<file path="src/rtl/spgd_meas_sched.sv">
// ---------------------------------------------------------------------------
// spgd_meas_sched
// Measurement sequencer for one SPGD iteration. On START it applies the +delta
// perturbation, waits for the DAC to settle, captures one averaged ADC result,
// repeats at -delta, then presents J+, J- and dJ = J+ - J- over valid/ready.
//
// Optional feature macro: ADC_TIMEOUT_EN (wait-state timeout with sticky ERR).
//
// Ports:
//   ADC_CLK        sole clock
//   RST            asynchronous, active-high reset
//   START          single-cycle iteration request (honoured only in IDLE)
//   BUSY           high in every state except IDLE
//   PERTURB_SIGN   0 = +delta, 1 = -delta
//   PERTURB_APPLY  DAC update request, held until DAC_ACK
//   DAC_ACK        DAC took the new perturbation
//   ADC_EN         ADC front-end enable (capture states)
//   ADC_DONE       averager status, not used for sequencing
//   ADC_WRITE      front-end result strobe
//   ADC_DATA       front-end result (16.48 fixed point)
//   J_PLUS/J_MINUS latched +delta / -delta results
//   DELTA_J        J_PLUS - J_MINUS, two's complement, modulo 2^FP_WIDTH
//   RES_VALID      result available (HOLD state)
//   RES_READY      consumer accepts the result
//   ERR            sticky timeout flag (constant 0 without ADC_TIMEOUT_EN)
//   DBG_STATE      current FSM state encoding
//
// Result handshake: the result transfers on a rising edge where RES_VALID and
// RES_READY are both high; RES_VALID does not drop before that edge and the
// J/DELTA_J outputs do not change while RES_VALID is high.
// ---------------------------------------------------------------------------
module spgd_meas_sched #(
  parameter int FP_WIDTH       = 64,
  parameter int CNT_WIDTH      = 16,
  parameter int SETTLE_CYCLES  = 256,
  parameter int TIMEOUT_CYCLES = 65535
) (
  input  logic                ADC_CLK,
  input  logic                RST,
  input  logic                START,
  output logic                BUSY,
  output logic                PERTURB_SIGN,
  output logic                PERTURB_APPLY,
  input  logic                DAC_ACK,
  output logic                ADC_EN,
  input  logic                ADC_DONE,
  input  logic                ADC_WRITE,
  input  logic [FP_WIDTH-1:0] ADC_DATA,
  output logic [FP_WIDTH-1:0] J_PLUS,
  output logic [FP_WIDTH-1:0] J_MINUS,
  output logic [FP_WIDTH-1:0] DELTA_J,
  output logic                RES_VALID,
  input  logic                RES_READY,
  output logic                ERR,
  output logic [3:0]          DBG_STATE
);

  typedef enum logic [3:0] {
    IDLE     = 4'd0,
    APPLY_P  = 4'd1,
    SETTLE_P = 4'd2,
    CAPT_P   = 4'd3,
    APPLY_M  = 4'd4,
    SETTLE_M = 4'd5,
    CAPT_M   = 4'd6,
    CALC     = 4'd7,
    HOLD     = 4'd8
  } state_e;

  // A zero settle time still costs one cycle in the SETTLE state.
  localparam int SETTLE_EFF = (SETTLE_CYCLES < 1) ? 1 : SETTLE_CYCLES;
  localparam logic [CNT_WIDTH-1:0] SETTLE_LOAD = CNT_WIDTH'(SETTLE_EFF - 1);

  state_e                state_q;
  logic [CNT_WIDTH-1:0]  settle_q;
  logic [FP_WIDTH-1:0]   jp_q;
  logic [FP_WIDTH-1:0]   jm_q;
  logic [FP_WIDTH-1:0]   dj_q;

  // Averager status is informational only.
  logic unused_done;
  assign unused_done = ADC_DONE;

`ifdef ADC_TIMEOUT_EN
  localparam int TMO_EFF = (TIMEOUT_CYCLES < 1) ? 1 : TIMEOUT_CYCLES;
  localparam logic [CNT_WIDTH-1:0] TMO_LAST = CNT_WIDTH'(TMO_EFF - 1);

  logic [CNT_WIDTH-1:0] tmo_q;
  logic                 err_q;
  logic                 wait_st;
  logic                 wait_exit;

  assign wait_st   = (state_q == APPLY_P) || (state_q == APPLY_M) ||
                     (state_q == CAPT_P)  || (state_q == CAPT_M);
  // The event that legitimately ends the current wait state.
  assign wait_exit = ((state_q == APPLY_P) || (state_q == APPLY_M)) ? DAC_ACK : ADC_WRITE;
  assign ERR       = err_q;
`else
  localparam int unused_timeout = TIMEOUT_CYCLES;
  assign ERR = 1'b0;
`endif

  always_ff @(posedge ADC_CLK or posedge RST) begin
    if (RST) begin
      state_q  <= IDLE;
      settle_q <= '0;
      jp_q     <= '0;
      jm_q     <= '0;
      dj_q     <= '0;
`ifdef ADC_TIMEOUT_EN
      tmo_q    <= '0;
      err_q    <= 1'b0;
`endif
    end else begin
      case (state_q)
        IDLE:     if (START) state_q <= APPLY_P;
        APPLY_P:  if (DAC_ACK) begin
                    state_q  <= SETTLE_P;
                    settle_q <= SETTLE_LOAD;
                  end
        SETTLE_P: if (settle_q == '0) state_q <= CAPT_P;
                  else settle_q <= settle_q - 1'b1;
        CAPT_P:   if (ADC_WRITE) begin
                    jp_q    <= ADC_DATA;
                    state_q <= APPLY_M;
                  end
        APPLY_M:  if (DAC_ACK) begin
                    state_q  <= SETTLE_M;
                    settle_q <= SETTLE_LOAD;
                  end
        SETTLE_M: if (settle_q == '0) state_q <= CAPT_M;
                  else settle_q <= settle_q - 1'b1;
        CAPT_M:   if (ADC_WRITE) begin
                    jm_q    <= ADC_DATA;
                    state_q <= CALC;
                  end
        CALC: begin
          dj_q    <= jp_q - jm_q;
          state_q <= HOLD;
        end
        HOLD:     if (RES_READY) state_q <= IDLE;
        default:  state_q <= IDLE;
      endcase

`ifdef ADC_TIMEOUT_EN
      if ((state_q == IDLE) && START) err_q <= 1'b0;
      // Counter runs only while stuck in a wait state; any state change
      // clears it. Placed after the case so the abort wins over it.
      if (wait_st && !wait_exit) begin
        if (tmo_q == TMO_LAST) begin
          state_q <= IDLE;
          err_q   <= 1'b1;
          tmo_q   <= '0;
        end else begin
          tmo_q <= tmo_q + 1'b1;
        end
      end else begin
        tmo_q <= '0;
      end
`endif
    end
  end

  // Decoded from the registered state, so RST drops them asynchronously.
  assign BUSY          = (state_q != IDLE);
  assign PERTURB_APPLY = (state_q == APPLY_P) || (state_q == APPLY_M);
  assign ADC_EN        = (state_q == CAPT_P) || (state_q == CAPT_M);
  // Sign stays at -delta from APPLY_M until the return to IDLE.
  assign PERTURB_SIGN  = (state_q == APPLY_M) || (state_q == SETTLE_M) ||
                         (state_q == CAPT_M)  || (state_q == CALC) || (state_q == HOLD);
  assign RES_VALID     = (state_q == HOLD);
  assign J_PLUS        = jp_q;
  assign J_MINUS       = jm_q;
  assign DELTA_J       = dj_q;
  assign DBG_STATE     = state_q;

endmodule

</file>
<file path="config.mk">
export PLATFORM = sky130hd
export DESIGN_NAME = spgd_meas_sched
export DESIGN_NICKNAME = d
export VERILOG_FILES = /design/src/rtl/spgd_meas_sched.sv
export SDC_FILE = /design/constraint.sdc
export NUM_CORES = 1
export LEC_CHECK = 0
export ABC_AREA = 1
export BUFFER_PORTS_ARGS = -buffer_cell sky130_fd_sc_hd__clkbuf_2
export CELL_PAD_IN_SITES_DETAIL_PLACEMENT = 1
export CELL_PAD_IN_SITES_GLOBAL_PLACEMENT = 1
export CORE_ASPECT_RATIO = 1.2
export CORE_MARGIN = 4
export CORE_UTILIZATION = 39
export DETAILED_ROUTE_END_ITERATION = 16
export PLACE_DENSITY = 0.92
export SKIP_LAST_GASP = 1
export SYNTH_ARGS = -nofsm -noshare
export SYNTH_HDL_FRONTEND = slang
export SYNTH_SLANG_ARGS = --single-unit
</file>
<file path="constraint.sdc">
create_clock -name ADC_CLK -period 9.3 [get_ports ADC_CLK]
set_input_delay 0.93 -clock ADC_CLK [delete_from_list [all_inputs] [get_ports ADC_CLK]]
set_output_delay 0.93 -clock ADC_CLK [all_outputs]
set_load 0.01 [all_outputs]
</file>
---- Word level (Yosys, flattened, before mapping) ----
Cells that the tools add are included.
storage, ports and cells
  bits in read-only memories .............. 0
  logic and storage cells ................. 53
  bits in registers ....................... 212
  output and inout port bits .............. 202
  input bits .............................. 71
  memories kept ........................... 0
  RAM bits ................................ 0
  bits in latches ......................... 0
cells by class
  order comparisons ....................... 0
  div/mod/pow operators ................... 0
  muxes and demuxes ....................... 12
  shift operators ......................... 0
  reduce and logical (&&, ||, !) cells .... 16
  equality and inequality tests ........... 18
  $mul .................................... 0
  add/subtract/negate cells ............... 2
  bitwise operators ....................... 0
operator list
  operator                 count
  $sub A64 B64 Y64         1
  $pmux W4 S9              1
  $mux W16                 2
  $mux W4                  8
  $pmux W16 S2             1
  $eq A4 B3 Y1 const B     4
  $logic_not A16 Y1        1
  $ne A2 B2 Y1 const B     8
  $sub A16 B1 Y16 const B  1
  $eq A4 B2 Y1 const B     2
  $reduce_and A8 Y1        1
  $logic_or A1 B1 Y1       6
  $eq A4 B1 Y1 const B     1
  $eq A4 B4 Y1 const B     1
  $logic_not A4 Y1         1
  $ne A2 B1 Y1 const B     2
  $reduce_and A2 Y1        2
  $reduce_bool A4 Y1       1
  $reduce_or A2 Y1         2
  $reduce_and A3 Y1        1
  $reduce_bool A2 Y1       1

---- Longest topological paths before layout ----
  word-level depth ........................ 5
  gate-level depth with buffers ........... 17
  mapped depth without buffers ............ 17

---- Worst setup path after synthesis ----
OpenSTA, ideal clock, no wires.
  kind .................................... register to output
  start ................................... reg state_q[0] (netlist: DBG_STATE[0])
  end ..................................... out PERTURB_SIGN
  data arrival time ....................... 1.228 ns
  data required time ...................... 8.370 ns
  stages on the path, launching flop included .. 5
  slack ................................... 7.142 ns
  buffers on the path ..................... 0
  cells stage by stage .................... dfrtp_1 > nor2_1 > inv_1 > nor3_1 > or2_2
between the ends
  elaborated cells on any way between the ends .. 9
  those cells by class .................... eq/ne (5); reduce/logical (4)
RTL lines
  what                    line  RTL
  from (decl)             74    state_e state_q;
  from (signal assigned)  105   state_q <= IDLE;
  from (signal assigned)  116   IDLE: if (START) state_q <= APPLY_P;
  from (signal assigned)  118   state_q <= SETTLE_P;
  $eq A4 B4 Y1            n/a
  net RES_VALID           52    output logic RES_VALID,
  $logic_or A1 B1 Y1      170   (state_q == CAPT_M) || (state_q == CALC) || (state_q == HOLD);
  to (decl)               42    output logic PERTURB_SIGN,
The timed path passes the listed nets, and every way through them passes these cells.

---- Worst setup path after layout ----
  start ................................... reg state_q[2] (netlist: DBG_STATE[2])
  end ..................................... out PERTURB_SIGN
between the ends
  word-level cells in the longest chain between the ends .. 5
  elaborated cells on any way between the ends .. 9
  those cells by class .................... eq/ne (5); reduce/logical (4)
RTL lines
  what                              line  RTL
  $eq A4 B3 Y1                      169   assign PERTURB_SIGN = (state_q == APPLY_M) || (state_q == SETTLE_M) ||
  $logic_or A1 B1 Y1 (2 in series)  169
  $logic_or A1 B1 Y1                170
  $logic_or A1 B1 Y1 (*)            170
Mark *: on every way between the ends. The rest lies on a longest branch, timed or not.

==> summary.txt <==
XOR/XNOR share of the synthesized area - 0.01970
hold depth - 2
global-route wire length before repair - 82.39 mm
number of port buffers - 270
clock sink count - 212
Crit path arrival time - 1820 ps
Slew Limit Fails - 0
largest buffer count on any clock path - 3
largest fanout on the critical path - 5
highest layer used for signal routing - met4
cell row count - 76
CTS clk-pin slew, worst paths - 60 ps
Residual DRC - 0
post-synthesis cell count - 2220
Core Area - 35940 sq um
DIE HEIGHT - 217.2 um
Routed Antenna Nets - 0
Worst Max-Slew Pin Slew - 1077 ps
max frequency - 0.3638 GHz
endpoints failing setup - 0
share of layout cells above drive strength 1 - 0.1376
RSZ-0062 raised after global routing - false
total CTS buffers - 24
WL met1 - 20.84 mm
Post-Route Skew - 11.72 ps
metal2 WL - 25.59 mm
area grow syn2layout - 18.29%
critical path cell sequence - nand2_1, inv_1, or2_2, clkbuf_2
startpoint of the worst hold path - DELTA_J[14]
drt total wl - 51.17 mm
worst path required time - 8370 ps
IO Pins - 273
most frequent cell after synthesis - nand2_1
largest family of logic cells by synthesized area - simple AND/OR/NAND/NOR gates
Startpoint Class - flip-flop
ys async rst share - 1.000
n_diodes - 0
register bit count reported by yosys - 212
fin nets - 2614
met3 wire length - 2.593 mm
mux cell area share after synthesis - 0
GRT Total Usage - 0.2561
Synth Area in Compound Gates - 0.08646
Hold EP - DELTA_J[14]
post-DR vias/cell - 4.978
number of fill cells - 4887
reg-to-reg slack, setup - 6600 ps
sum of negative setup slack - 0 ps
delay of the slowest cell on the worst path - 460 ps
WS Path Type - reg2out
number of global-route vias before repair - 15980
Syn Nets - 2356
Die W - 182.4 um
simple logic cell fraction of the synthesized area - 0.3215
min Tclk post-route - 2749 ps
predominant post-synthesis flop cell - dfrtp_1
post-synth cell types - 34
Slew HR - 0.2818
clock latency on the worst-skew pair - 540 ps
hpwl dp - 40.69 mm
drt initial violations - 743
top cells by count, synth - nand2_1, inv_1, dfrtp_1
initial antenna violation count - 0
number of max-cap violations - 0
Hold Path Class - reg2reg
CTS HTree Levels - 1
CTS root buf - clkbuf_16
router iterations before antenna repair - 5
Final Hold Fails - 0
Yosys top cell by area - dfrtp_1
cells taking the most area after synthesis - dfrtp_1, nand2_1, inv_1, o21ai_0, ha_1
DR WL/cell - 17.29 um
post-cts sizing count - 0
Synth Area in Adders - 0.05770
reg2reg end - DELTA_J[31]
setup bufs post-CTS - 0
Syn. warnings - 0
largest net degree at the start of global routing - 153
Mapped Area - 14230 sq um
gr ovfl total - 0
reg2reg start - DBG_STATE[2]
Initial Util - 0.3958
R2R depth - 6
fin crit share - 0.2956
register area share after synthesis - 0.3729
GPL Wtd Cong - 0.9184
post-synth top area share - 0.3729
vias - 14740
crit end category - output port
status - completed
die area - 39610 sq um
EDFF count, synth - 0
CTS tree - yes
syn_area_per_cell - 6.408 sq um
CP max-delay cell - dfrtp_1
hold buffer count at CTS - 0
-- through the flow --
step / hold WS, ps / area [sq um] / utilization / worst slack (ps) / instances
floorplan: 462.7 / 14230 / - / 2576 / 2220
CTS: 490.2 / 16830 / 0.4682 / 6532 / 2960
global placement: 464.7 / 16050 / 0.4465 / 6660 / 2920
finish: 489.0 / 16830 / 0.4682 / 6551 / 2960
global route: 520.2 / 16830 / 0.4682 / 6369 / 2960
detailed placement: 475.3 / 16050 / 0.4465 / 6576 / 2920
-- critical path: cells and delay by family, from the launching register on --
kind | cells | cell delay, ps
flip-flops | 1 | 460
AND/OR/NAND/NOR | 2 | 540
buffers and inverters | 2 | 290
-- registers in the layout, summed over array words and instances, names as in the netlist --
signal and count:
DELTA_J 64, J_MINUS 64, J_PLUS 64, settle_q 16, DBG_STATE 4
-- placed cells by master (no fill, tap or decap), types with 2 or more instances in the layout --
master,count
or2_2,4
clkbuf_8,3
inv_1,481
nor3_1,17
clkinvlp_4,2
o21ai_1,6
clkinv_2,4
o21bai_1,5
inv_2,7
clkbuf_16,25
bufinv_16,2
a21oi_1,57
nand2_1,848
o21ai_0,169
xnor2_1,28
buf_4,5
nor3_2,6
nor2_2,6
dfrtp_1,212
nand3_1,98
ha_1,64
nand3b_1,8
nand2_2,2
xor2_1,4
nor2_1,130
nand4_1,12
clkbuf_2,270
clkbuf_1,4
-- logic make-up (layout without fill, tap and decap cells) --
logic type	count (synthesis)	after routing
AND/OR/NAND/NOR	1137	1137
buffers and inverters	532	804
AO/OA/AOI/OAI	241	241
flip-flops	212	212
adder cells (fa/ha/maj)	65	65
XOR/XNOR	32	32
other	1	1
-- per-layer routing --
layer / vias to the layer above / global-route usage
met2: 369 / 0.4597
met3: 125 / 0.04162
met4: 0 / 0.1016
met1: 7066 / 0.3051
li1: 7175 / -
met5: - / 0
-- area by class of cell --
class | instances | area (sq um) | area share
repair buffers | 275 | 1389 | 0.08253
flip-flops and latches | 212 | 5305 | 0.3153
clock inverters | 8 | 95.09 | 0.005651
clock buffers | 32 | 681.9 | 0.04052
inverters | 489 | 1843 | 0.1095
well taps | 468 | 585.6 | 0.03480
multi-input cells | 1476 | 6928 | 0.4117
-- worst max path at each step --
| stage | to | cells past startpoint | start | slack, ps |
|---|---|---|---|---|
| after floorplan | DBG_STATE[0] | 1 | RST | 2580 |
| after global placement | J_MINUS[38] | 3 | RST | 6660 |
| after detailed placement | J_PLUS[23] | 3 | RST | 6580 |
| after CTS | PERTURB_SIGN | 5 | DBG_STATE[1] | 6530 |
| after global routing | PERTURB_SIGN | 5 | DBG_STATE[1] | 6370 |
| final | PERTURB_SIGN | 4 | DBG_STATE[2] | 6550 |
Power is left out: the tool's default activity adds up to more than one toggle a clock period on the data nets, which glitch-free logic cannot reach.
